<file path="src/rtl/traffic_sensor_cond_pkg.sv">
// traffic_sensor_cond_pkg: shared constants and types for the sensor conditioner and light controller
package traffic_sensor_cond_pkg;
    localparam int DB_CYC_DEF = 4;
    localparam int CNT_W = 8;
    typedef logic [CNT_W-1:0] cnt_t;
    typedef enum logic [1:0] {GREEN = 2'd0, YELLOW = 2'd1, RED = 2'd2} light_t;
endpackage

</file>
<file path="src/rtl/traffic_sensor_cond_debounce.sv">
// tl_debounce: 2-flop synchronizer plus counter debouncer, emitting either the level or its rise pulse
module tl_debounce
    import traffic_sensor_cond_pkg::*;
#(
    parameter int DB_CYC = DB_CYC_DEF,
    parameter bit EDGE = 1'b0
) (
    input  logic clk,
    input  logic rst_n,
    input  logic raw,
    output logic q
);
    localparam cnt_t LAST = cnt_t'(DB_CYC - 1);
    logic s1, s, d, rise, flip;
    cnt_t cnt;
    assign flip = (s != d) && (cnt == LAST);
    assign q = EDGE ? rise : d;
    always_ff @(posedge clk or negedge rst_n) begin
        if (!rst_n) begin
            s1   <= 1'b0;
            s    <= 1'b0;
            d    <= 1'b0;
            rise <= 1'b0;
            cnt  <= '0;
        end else begin
            s1   <= raw;
            s    <= s1;
            d    <= flip ? s : d;
            // rise is set on the same edge d goes 0->1, so it is visible the cycle after
            rise <= flip & s;
            cnt  <= (s == d || flip) ? '0 : cnt + 1'b1;
        end
    end
endmodule

</file>
<file path="src/rtl/traffic_sensor_cond.sv">
// traffic_sensor_cond: debounces car sensors and parade buttons; release wins over start on collision
module traffic_sensor_cond
    import traffic_sensor_cond_pkg::*;
#(
    parameter int DB_CYC = DB_CYC_DEF
) (
    input  logic i_clk,
    input  logic i_rstn,
    input  logic i_raw_TA,
    input  logic i_raw_TB,
    input  logic i_btn_P,
    input  logic i_btn_R,
    output logic o_TA,
    output logic o_TB,
    output logic o_P,
    output logic o_R
);
    logic p, r;
    tl_debounce #(.DB_CYC(DB_CYC), .EDGE(1'b0)) u_ta (.clk(i_clk), .rst_n(i_rstn), .raw(i_raw_TA), .q(o_TA));
    tl_debounce #(.DB_CYC(DB_CYC), .EDGE(1'b0)) u_tb (.clk(i_clk), .rst_n(i_rstn), .raw(i_raw_TB), .q(o_TB));
    tl_debounce #(.DB_CYC(DB_CYC), .EDGE(1'b1)) u_p  (.clk(i_clk), .rst_n(i_rstn), .raw(i_btn_P),  .q(p));
    tl_debounce #(.DB_CYC(DB_CYC), .EDGE(1'b1)) u_r  (.clk(i_clk), .rst_n(i_rstn), .raw(i_btn_R),  .q(r));
    assign o_R = r;
    assign o_P = p & ~r;
endmodule

</file>
<file path="config.mk">
export PLATFORM = sky130hd
export DESIGN_NAME = traffic_sensor_cond
export DESIGN_NICKNAME = d
export VERILOG_FILES = /design/src/rtl/traffic_sensor_cond_pkg.sv /design/src/rtl/traffic_sensor_cond_debounce.sv /design/src/rtl/traffic_sensor_cond.sv
export SDC_FILE = /design/constraint.sdc
export NUM_CORES = 1
export LEC_CHECK = 0
export BUFFER_PORTS_ARGS = -buffer_cell sky130_fd_sc_hd__buf_2
export CAP_MARGIN = 20
export CORE_UTILIZATION = 27
export CTS_CLUSTER_SIZE = 8
export DETAILED_ROUTE_END_ITERATION = 7
export GPL_ROUTABILITY_DRIVEN = 0
export PLACE_DENSITY = 0.38
export SYNTH_ARGS = -nofsm -noshare
export SYNTH_HDL_FRONTEND = slang
export SYNTH_SLANG_ARGS = --single-unit
</file>
<file path="constraint.sdc">
create_clock -name i_clk -period 5 [get_ports i_clk]
set_clock_uncertainty 0.2 [all_clocks]
set_input_delay 0.5 -clock i_clk [delete_from_list [all_inputs] [get_ports i_clk]]
set_output_delay 0.5 -clock i_clk [all_outputs]
set_load 0.01 [all_outputs]
</file>
---- Word-level counts from Yosys, hierarchy flattened ----
Cells that the tools add are included.
operators by class
  add/sub/neg operators ................... 4
  equality and inequality tests ........... 12
  multiplexer cells ....................... 4
  bitwise logic cells ..................... 4
  reduce and logical (&&, ||, !) cells .... 8
operators with widths
  kind                                           count
  adder 8 x 1 -> 8 bit, second input constant    4
  == test 8 x 2 -> 1 bit, second input constant  4
  two-way mux 8 bit                              4
  == test 1 bit                                  4
  logical AND 1 bit                              4
  logical OR 1 bit                               4
  inequality test 1 bit                          4
  bitwise AND 1 bit                              3
  inverter 1 bit                                 1
word-level totals
  flip-flop bits (word level) ............. 46
  input bits .............................. 6
  output and inout port bits .............. 4
  word-level logic and storage cells ...... 50

---- Logic depth before layout (Yosys ltp) ----
Gate-level depths: netlist (run 1).
  word-level depth ........................ 4
  mapped depth ............................ 4

---- By module ----
A second synthesis (run 1) with hierarchy kept.
unflattened totals
  cells, all modules ...................... 173
  area total of the unflattened synthesis .. 2005.7 µm²
modules (own cells, without submodules)
  module                  times used  cells each  area each (µm²)
  tl_debounce (u_p ...)   2           43          516.7
  tl_debounce (u_ta ...)  2           43          479.2
  traffic_sensor_cond     1           1           13.8

---- Worst setup path before layout (run 1) ----
OpenSTA, ideal clock, no wires.
  path kind ............................... register to register
  from .................................... register u_r.cnt[3]
  to ...................................... register u_r.d
  arrival time ............................ 1.480 ns
  required time ........................... 4.672 ns
  path slack .............................. 3.192 ns
  stages on the path, launching flop included .. 4
  buffers on the path ..................... 0
  path through ............................ dfrtp_1 or4_4 nor3_4 mux2_1
between the ends
  cells in the longest elaborated chain, start to end .. 2
ends and longest elaborated chain
  element                 RTL line                            source
  from (decl)             traffic_sensor_cond_debounce.sv:15  cnt_t cnt;
  from (signal assigned)  traffic_sensor_cond_debounce.sv:31  cnt <= (s == d || flip) ? '0 : cnt + 1'b1;
  == test 8 x 2 -> 1 bit  traffic_sensor_cond_debounce.sv:16  assign flip = (s != d) && (cnt == LAST);
  logical AND 1 bit       traffic_sensor_cond_debounce.sv:16
  to (signal assigned)    traffic_sensor_cond_debounce.sv:28  d <= flip ? s : d;
  to (decl)               traffic_sensor_cond_debounce.sv:14  logic s1, s, d, rise, flip;
No other way between the ends.
A chain may end at the register's enable or synchronous reset.

---- Final worst setup path (run 1) ----
Same ends and word-level chain as after synthesis.

==> run metrics, run 1 <==
crit end category flip-flop; Worst IR Drop VDD roughly 0.00012 V; Max clock buf depth 2; PortBufs 9; Reg clk slew, reported paths 0.08 ns; Total Wirelength approximately 3300 microns; Final #Nets a little over 200; wire per inst between 10 and 15 microns; Cell Pwr Density approximately 410 nW/um^2; P&R area growth vs syn 14.8%; commonest cells after routing, fill and taps aside dfrtp_1 (46), nor2_1 (20), nand3_1 (16), a21oi_1 (13); DR vias 1344; Arr. time, crit path roughly 1.9 ns; CP Capture Point u_r.d$_DFFE_PN0P_; run status finished, final reports clean; final worst-path cycle share a little under two fifths; dpl ws 3.14 ns; worst setup path class reg -> reg; LEAKAGE about 0.96 nW; Die Span X about 87 microns; Fin Setup TNS 0 ns; Largest stage delay, worst path approximately 0.6 ns; Mapped Cells ~180; Worst Max-Slew Pin Slew around 0.40 ns; Final Max Slew Viols 0; FF+latch count, synth 46; final hold slack approximately 0.11 ns; fill cell count 706; root buf cell clkbuf_8; final hold vios 0; CTS H-Tree Depth 2; Worst Setup SP u_r.cnt[3]$_DFF_PN0_; chip height just under 90 microns; final antenna-violating net count 0; largest net degree at the start of global routing 47; Final Critical Period between 1.5 and 2 ns; setup ws final approximately 3.1 ns; first-pass GRT wire length 5750 microns; commonest non-fill, non-tap cell in the layout dfrtp_1; synth warn 0; vias in the first global route ~1300; Reg-to-Reg End u_r.d$_DFFE_PN0P_; RSZ-0062 raised after global routing false; worst-path maximum fanout 5; relative slew slack between 70% and 80%; cell type with the largest total area after synthesis dfrtp_1; crit path cell chain or4_4 -> nor3_4 -> mux2_1; Seq/Total Area, Yosys about three fifths; Skew-Pair Late Insertion Delay between 0.2 and 0.3 ns; mapped cell area slightly below 2000 sq um; FF-to-FF path depth 3; IO Pins 10; Hold Path Class in -> reg; largest cells by area after synthesis dfrtp_1 (59%), nand3_1 (4.1%), xor2_1 (4.0%); DR iter-0 viols 50; Synth top area share between 50% and 60%; ANT cells 0; Num CTS Buffers 5; # Post-CTS Setup Buffers 0; detailed placement HPWL 2350 microns; Crit-path slowest cell or4_4; vias per cell around 4.6; Mapped Avg Cell Area 11.1 sq um; worst r2r src u_r.cnt[3]$_DFF_PN0_; placement row count 30; initial antenna violation count 0; grt total ovfl 0; share of cells above drive strength 1 about an eighth; First-pass DRT Iterations 4; fmax roughly 0.53 GHz; core area just under 7000 sq um; reg2reg setup slack ~3.1 ns; clock sink count 46; CP Launch Type flip-flop; max-cap violations 0; Syn Nets 187; GRT Overall Usage between 9 and 10%; Critical Path RT approximately 5 ns; TritonCTS clock tree done; Synth cell types 29; Final Setup Violations 0; starting density of the core between 20 and 30%; DRC Markers 0; Die ar. between 7000 and 8000 sq um
## synth_stat cells, drive strengths merged
cell type,n
nand2,9
dfrtp,46
nor2,20
nor2b,1
nor4b,2
nand4,3
xor2,9
ha,4
mux2,4
and3b,1
o31ai,2
or3,11
nor3b,1
nor3,3
a21o,2
a21oi,13
or4,2
a31o,1
o21bai,1
xnor2,7
nand3,16
nand2b,2
o21ai,11
nor4,1
inv,5
## per-layer routing
layer | part of all wire, % | global-route usage, % | up-vias
met4 | 2.0 | 5.22 | 0
li1 | - | - | 658
met1 | 48 | 12.8 | 656
met2 | 46 | 14.9 | 23
met3 | 4.5 | 3.22 | 7
met5 | 0 | 0 | -
## sequential cells by signal, indices dropped and copies added, names as in the netlist, 8 cells and up
name / cells
u_p.cnt: 8
u_ta.cnt: 8
u_tb.cnt: 8
u_r.cnt: 8
## kinds of logic (layout without fill, tap and decap cells)
group,Yosys count,count (layout),synth area share (%)
AOI/OAI and AO/OA,30,30,9.17
xor gates and xnor gates,16,16,7.13
adders and majority gates,4,4,2.55
buffers and inverters,5,24,0.955
DFF,46,46,58.6
muxes,4,4,2.29
and+or+nand+nor,72,72,19.4
## power by group
part | total, mW | switching [mW] | internal [mW] | leakage (nW)
registers | 0.486 | 0.0599 | 0.426 | 0.607
clock network | 0.233 | 0.121 | 0.111 | 0.0472
logic | 0.204 | 0.113 | 0.0905 | 0.301
total | 0.922 | 0.295 | 0.627 | 0.955
## worst min-delay path by stage
stage,from,end,slack (ns),cells past startpoint
6_report,i_raw_TB,u_tb.s1$_DFF_PN0_,0.11,1
3_5_place_dp,u_r.s1$_DFF_PN0_,u_r.s$_DFF_PN0_,0.13,0
3_3_place_gp,u_r.s1$_DFF_PN0_,u_r.s$_DFF_PN0_,0.13,0
4_1_cts,i_btn_R,u_r.s1$_DFF_PN0_,0.09,1
2_1_floorplan,i_rstn,u_p.cnt[0]$_DFF_PN0_,0.004,0
5_1_grt,i_btn_R,u_r.s1$_DFF_PN0_,0.08,1
## final cells by class
type                            instances  area [sq um]  area share (%)
Sequential cell                        46          1150            51.0
Multi-Input combinational cell        126           796            35.3
Tap cell                               96           120            5.32
Clock buffer                            6          82.6            3.66
Timing Repair Buffer                   11          75.1            3.33
Inverter                                5          18.8           0.832
Clock inverter                          2          12.5           0.555
## metrics by stage
step	std cells	utilization, %	area [sq um]	total power [mW]
after global routing	292	32.7	2260	0.997
after floorplan	177	-	1970	0.633
final	292	32.7	2260	0.922
after global placement	282	30.9	2130	0.691
after detailed placement	282	30.9	2130	0.698
after CTS	290	32.2	2230	0.937
## what timing repair did
action | CTS | global route
hold buffers | 0 | 1
gates resized for setup | 0 | 0
hold endpoints to repair | 0 | 13
## worst max-delay path: cells and delay by family, from the launching register on
kind	cells	cell delay, ns
and+or+nand+nor	2	0.79
DFF	1	0.44
muxes	1	0.33
Note: power is estimated with default switching activity, not from simulation.
==> inputs of run 2 (changes only) <==
--- a/config.mk
+++ b/config.mk
@@ -5,13 +5,14 @@
 export SDC_FILE = /design/constraint.sdc
 export NUM_CORES = 1
 export LEC_CHECK = 0
+export ABC_AREA = 1
 export BUFFER_PORTS_ARGS = -buffer_cell sky130_fd_sc_hd__buf_2
 export CAP_MARGIN = 20
 export CORE_UTILIZATION = 27
 export CTS_CLUSTER_SIZE = 8
 export DETAILED_ROUTE_END_ITERATION = 7
 export GPL_ROUTABILITY_DRIVEN = 0
-export PLACE_DENSITY = 0.38
+export PLACE_DENSITY = 0.37
 export SYNTH_ARGS = -nofsm -noshare
 export SYNTH_HDL_FRONTEND = slang
 export SYNTH_SLANG_ARGS = --single-unit
==> constraint.sdc (replaced) <==
create_clock -name i_clk -period 1.9 [get_ports i_clk]
set_clock_uncertainty 0.2 [all_clocks]
set_input_delay 0.19 -clock i_clk [delete_from_list [all_inputs] [get_ports i_clk]]
set_output_delay 0.19 -clock i_clk [all_outputs]
set_load 0.01 [all_outputs]
==> run 2 against run 1 <==
- clock-buffer cell count unchanged
- cell count increased by 28%
- global-route usage increased by 0.49 points
- routed wire length increased by 12%
- maximum frequency increased by 19%
- worst hold slack improved by 0.045 ns
- final area increased by 8.2%
- flip-flop and latch count unchanged
- utilization increased by 0.44 points
- first-iteration DRC count decreased by 42%
- sequential share of layout area decreased by 3.8 points
- combinational power increased by 150%
- critical path type unchanged
- critical endpoint is now u_p.cnt[5]$_DFF_PN0_
- largest cell class unchanged
- largest power group unchanged
==> run metrics, run 2 <==
Reg clk slew, reported paths 0.08 ns; Num CTS Buffers 5; Worst Setup SP u_p.cnt[0]$_DFF_PN0_; root buf cell clkbuf_8; worst r2r src u_p.cnt[0]$_DFF_PN0_; Die Span X around 90 microns; Worst IR Drop VDD approximately 0.00031 V; largest net degree at the start of global routing 47; CP Launch Type flip-flop; wire per inst 9.96 microns; Total Wirelength 3720 microns; share of cells above drive strength 1 under 10%; chip height approximately 90 microns; Final Critical Period ~1.6 ns; synth warn 0; ANT cells 0; detailed placement HPWL approximately 2600 microns; Mapped Cells between 200 and 300; Worst Max-Slew Pin Slew between 0.2 and 0.3 ns; mapped cell area 2090 sq um; reg2reg setup slack between 0.3 and 0.4 ns; vias per cell roughly 4; Syn Nets between 200 and 300; DRC Markers 0; max-cap violations 0; Synth top area share between 50 and 60%; run status finished, final reports clean; grt total ovfl 0; TritonCTS clock tree done; DR vias approximately 1500; commonest cells after routing, fill and taps aside nand2_1 (67), nor2_1 (50), dfrtp_1 (46), inv_1 (32), nand3_1 (16); CTS H-Tree Depth 2; relative slew slack 80.2%; Reg-to-Reg End u_p.cnt[5]$_DFF_PN0_; WHS Path Cells 0; Max clock buf depth 2; Skew-Pair Late Insertion Delay roughly 0.30 ns; cell type with the largest total area after synthesis dfrtp_1; IO Pins 10; PortBufs 9; Final Setup Violations 0; Mapped Avg Cell Area about 8.3 sq um; async set-reset flop share out of synthesis between 90% and 100%; FF-to-FF path depth 6; First-pass DRT Iterations 4; Synth cell types 14; Hold Path Class reg -> reg; P&R area growth vs syn 16.7%; Arr. time, crit path 1.55 ns; number of enable flip-flop cells after synthesis 0; Resized cells post-CTS 0; Hold Crit Start u_p.s1$_DFF_PN0_; commonest non-fill, non-tap cell in the layout nand2_1; GRT Overall Usage between 10% and 20%; Cell Pwr Density 1020 nW/um^2; first-pass GRT wire length between 6000 and 7000 microns; final worst-path cycle share just over 80%; overall power approximately 2.5 mW; FF+latch count, synth 46; final core occ between 30% and 40%; fmax approximately 0.63 GHz; Final #Nets 283; RSZ-0062 raised after global routing false; DR iter-0 viols 29; hold endpoint u_p.s$_DFF_PN0_; final antenna-violating net count 0; most used flip-flop cell after synthesis dfrtp_1; vias in the first global route approximately 1500; worst-path maximum fanout 8; clock sink count between 40 and 50; Seq/Total Area, Yosys between 50% and 60%; fill cell count 805; placement row count 31; core area ~7400 sq um; final hold vios 0; Final Max Slew Viols 0; worst setup path class reg -> reg; Final Non-Filler Cells 373; crit end category flip-flop; top post-synthesis cells by count nand2_1 (67), nor2_1 (50), dfrtp_1 (46), inv_1 (32), nand3_1 (16); LEAKAGE 1.16 nW; cell with the most instances after synthesis nand2_1; Fin Setup TNS 0 ns; DP Cell Count 360; post-layout instance area ~2400 sq um; initial antenna violation count 0; starting density of the core around 28%; Die ar. slightly above 8000 sq um; Critical Path RT ~1.9 ns; dpl cell area 2280 sq um; largest cells by area after synthesis dfrtp_1 (55%), nand2_1 (12%), nor2_1 (9.0%)
## run 2: how the worst max path moves through the flow
stage / cells past startpoint / end
after floorplan: 6 / u_p.cnt[5]$_DFF_PN0_
after global placement: 6 / u_p.cnt[6]$_DFF_PN0_
after detailed placement: 6 / u_p.cnt[5]$_DFF_PN0_
after CTS: 6 / u_p.cnt[5]$_DFF_PN0_
after global routing: 6 / u_p.cnt[5]$_DFF_PN0_
final: 6 / u_p.cnt[5]$_DFF_PN0_
## run 2: cell families (layout without fill, tap and decap cells)
family / count (synthesis) / in the layout / synth area share (%)
AND/OR/NAND/NOR: 145 / 145 / 28.4
AO/OA/AOI/OAI: 12 / 12 / 3.35
adder cells (fa/ha/maj): 4 / 4 / 2.39
flip-flops: 46 / 46 / 55.1
buffers and inverters: 32 / 55 / 5.75
XOR/XNOR: 12 / 12 / 5.03
## run 2: metrics by stage
| stage | setup slack [ns] | hold slack [ns] |
|---|---|---|
| floorplan | 0.521 | -0.306 |
| global placement | 0.362 | 0.00122 |
| detailed placement | 0.293 | -0.000150 |
| CTS | 0.282 | 0.157 |
| global route | 0.170 | 0.178 |
| finish | 0.322 | 0.153 |
## run 2: critical path, cell delays in order (launching register included)
cell and delay, ns:
dfrtp_1 0.39, ha_1 0.21, inv_1 0.05, nor3_1 0.13, nand2_1 0.12, nand2_1 0.25, nor2_1 0.09
## run 2: what timing repair did
item / in CTS / in global routing
hold endpoints to repair: 50 / 0
hold buffers: 5 / 0
buffers inserted: 0 / 0
setup endpoints to repair: 0 / 0
## run 2: area by class of cell
| cell class | count | area, sq um | area share (%) |
|---|---|---|---|
| sequential | 46 | 1150 | 47.2 |
| multi-input combinational | 173 | 820 | 33.6 |
| tap | 99 | 124 | 5.08 |
| inverter | 32 | 120 | 4.92 |
| timing repair buffer | 15 | 115 | 4.72 |
| clock buffer | 6 | 72.6 | 2.97 |
| clock inverter | 2 | 37.5 | 1.54 |
## run 2: power by group
group	switching [mW]	total, mW	internal (mW)	leakage (nW)
clock network	0.343	0.736	0.393	0.0514
registers	0.134	1.25	1.12	0.609
logic	0.316	0.508	0.192	0.499
total	0.792	2.50	1.71	1.16
## run 2: per-layer routing
layer,part of all wire [%],GRT usage [%]
met1,51,13.7
met2,44,15.8
met3,2.2,2.54
met4,2.4,5.65
met5,0,0
==> inputs of run 3 (changes only) <==
--- a/config.mk
+++ b/config.mk
@@ -12,7 +12,7 @@
 export CTS_CLUSTER_SIZE = 8
 export DETAILED_ROUTE_END_ITERATION = 7
 export GPL_ROUTABILITY_DRIVEN = 0
-export PLACE_DENSITY = 0.37
+export PLACE_DENSITY = 0.39
 export SYNTH_ARGS = -nofsm -noshare
 export SYNTH_HDL_FRONTEND = slang
 export SYNTH_SLANG_ARGS = --single-unit
==> constraint.sdc (replaced) <==
create_clock -name i_clk -period 1.4 [get_ports i_clk]
set_clock_uncertainty 0.2 [all_clocks]
set_input_delay 0.14 -clock i_clk [delete_from_list [all_inputs] [get_ports i_clk]]
set_output_delay 0.14 -clock i_clk [all_outputs]
set_load 0.01 [all_outputs]
==> run 3 against run 2 <==
- global-route usage grew 0.58 points
- setup slack worse by 0.28 ns
- clock power grew 4.2%
- largest power group unchanged
- routed wire length grew 3.7%
- first-iteration DRC count increased by 3.4%
- non-clock buffer count grew 24
- die area stayed put
- highest routed layer unchanged
==> run metrics, run 3 (synthesis gave the netlist of run 2 again) <==
crit end category flip-flop; First-pass DRT Iterations 4; placement row count 31; P_int roughly 2.4 mW; DR vias 1602; sw frac between 30% and 40%; gr busiest metal met2; P&R area growth vs syn 29.6%; met2 Use GR a little under a fifth; vias per cell about 4.0; grt total ovfl 0; Num CTS Buffers 5; detailed placement HPWL between 2000 and 3000 microns; Arr. time, crit path 1.35 ns; overall power about 3.6 mW; share of cells above drive strength 1 a little under a quarter; PortBufs 9; clock share of power 21.5%; Total Wirelength approximately 3900 microns; vias in the first global route around 1600; TritonCTS clock tree done; clock sink count 46; Skew-Pair Late Insertion Delay slightly below 0.3 ns; dpl ws -0.0460 ns; initial antenna violation count 0; Seq pwr share about 47%; grt met1 use about an eighth; largest net degree at the start of global routing 47; wire per inst 9.73 microns; core area around 7400 sq um; Final Setup Violations 0; run status finished, final reports clean; CP Launch Type flip-flop; ANT cells 0; Die Span X 90.0 microns; crit path cell chain ha_4 -> buf_4 -> buf_4 -> xnor2_1 -> nor2_1; worst setup path class reg -> reg; Hold Path Class in -> async; Max clock buf depth 2; Final Max Slew Viols 0; CTS H-Tree Depth 2; Final Critical Period between 1 and 1.5 ns; worst-path maximum fanout 3; first-pass GRT wire length slightly above 7000 microns; Critical Path RT around 1.4 ns; final antenna-violating net count 0; fmax between 0.7 and 0.8 GHz; DR iter-0 viols 30; switching pwr ~1.2 mW; Final #Nets roughly 310; Cell Pwr Density between 1000 and 1500 nW/um^2; IO Pins 10; met3 track demand over resource under 10%; CP dominant cell by count buf_4; Crit-path slowest cell dfrtp_1; LEAKAGE 1.28 nW; RSZ-0062 raised after global routing true; final core occ a little under two fifths; Reg clk slew, reported paths about 0.080 ns; relative slew slack approximately 83%; final worst-path cycle share between 90% and 100%; max-cap violations 0; DRC Markers 0; Die ar. a little over 8000 sq um; root buf cell clkbuf_8; chip height approximately 90 microns; GRT Overall Usage about 11%; commonest cells after routing, fill and taps aside nand2_1 (60), dfrtp_1 (46), nor2_1 (45), inv_1 (31), buf_4 (23); Worst Max-Slew Pin Slew 0.252 ns; starting density of the core between 20% and 30%; final hold vios 0; Largest stage delay, worst path around 0.43 ns; Comb pwr share 31.1%; Worst IR Drop VDD just over 0.0006 V; setup ws final around 0.040 ns; commonest non-fill, non-tap cell in the layout nand2_1; Fin Setup TNS 0 ns
[run 3: cell types whose count changed in the layout (fill, tap and decap cells not counted), sizes merged]
cell,previous run,this run
bufinv,1,0
buf,10,34
clkbuf,6,7
clkinvlp,1,0
[run 3: metal layers]
| layer | vias to the layer above | wire, microns |
|---|---|---|
| met5 | - | 0 |
| met2 | 15 | 1790 |
| li1 | 854 | - |
| met1 | 725 | 1890 |
| met3 | 8 | 99 |
| met4 | 0 | 72 |
[run 3: area by class of cell]
class | instances | area [sq um]
fill | 785 | 4660
sequential | 46 | 1150
multi-input combinational | 173 | 938
timing repair buffer | 39 | 299
tap | 99 | 124
inverter | 32 | 120
clock buffer | 7 | 76.3
[run 3: worst max-delay path, delay by kind of cell, from the launching register on]
| kind | cells | cell delay (ns) |
|---|---|---|
| XOR/XNOR | 1 | 0.14 |
| adder cells (fa/ha/maj) | 1 | 0.19 |
| buffers and inverters | 2 | 0.24 |
| AND/OR/NAND/NOR | 1 | 0.06 |
| flip-flops | 1 | 0.43 |
[run 3: worst paths after layout]
check	from	end	slack, ns	cells past startpoint
worst max-delay path	u_tb.cnt[0]$_DFF_PN0_	u_tb.cnt[2]$_DFF_PN0_	0.04	5
worst min-delay path	i_rstn	u_tb.q$_DFFE_PN0P_	0.14	3
worst max register to register	u_tb.cnt[0]$_DFF_PN0_	u_tb.cnt[2]$_DFF_PN0_	0.04	5
worst min register to register	u_ta.s1$_DFF_PN0_	u_ta.s$_DFF_PN0_	0.15	0
max in group asynchronous	i_rstn	u_r.cnt[2]$_DFF_PN0_	0.62	3
min in group i_clk	u_ta.s1$_DFF_PN0_	u_ta.s$_DFF_PN0_	0.15	0
[run 3: repair_timing]
action / CTS / global route
pin swaps: 2 / 12
setup buffers: 0 / 5
setup endpoints to repair: 25 / 37
resized for setup: 9 / 24
gates cloned: 0 / 0
hold buffers: 5 / 0
hold endpoints to repair: 50 / 0
[run 3: power groups by stage]
stage / combinational, mW / clock (mW) / sequential, mW
after global placement: 0.951 / 0 / 1.68
after CTS: 1.01 / 0.818 / 1.66
after floorplan: 0.492 / 0 / 1.71
final: 1.11 / 0.767 / 1.69
after detailed placement: 0.954 / 0 / 1.68
after global routing: 1.28 / 0.865 / 1.72
[run 3: per-stage QoR]
step / cell area [sq um] / hold WS [ns] / cells
after floorplan: 2090 / -0.356 / 251
after global placement: 2430 / -0.0519 / 380
after detailed placement: 2430 / -0.0533 / 380
after CTS: 2580 / 0.155 / 392
after global routing: 2710 / 0.158 / 396
final: 2710 / 0.143 / 396
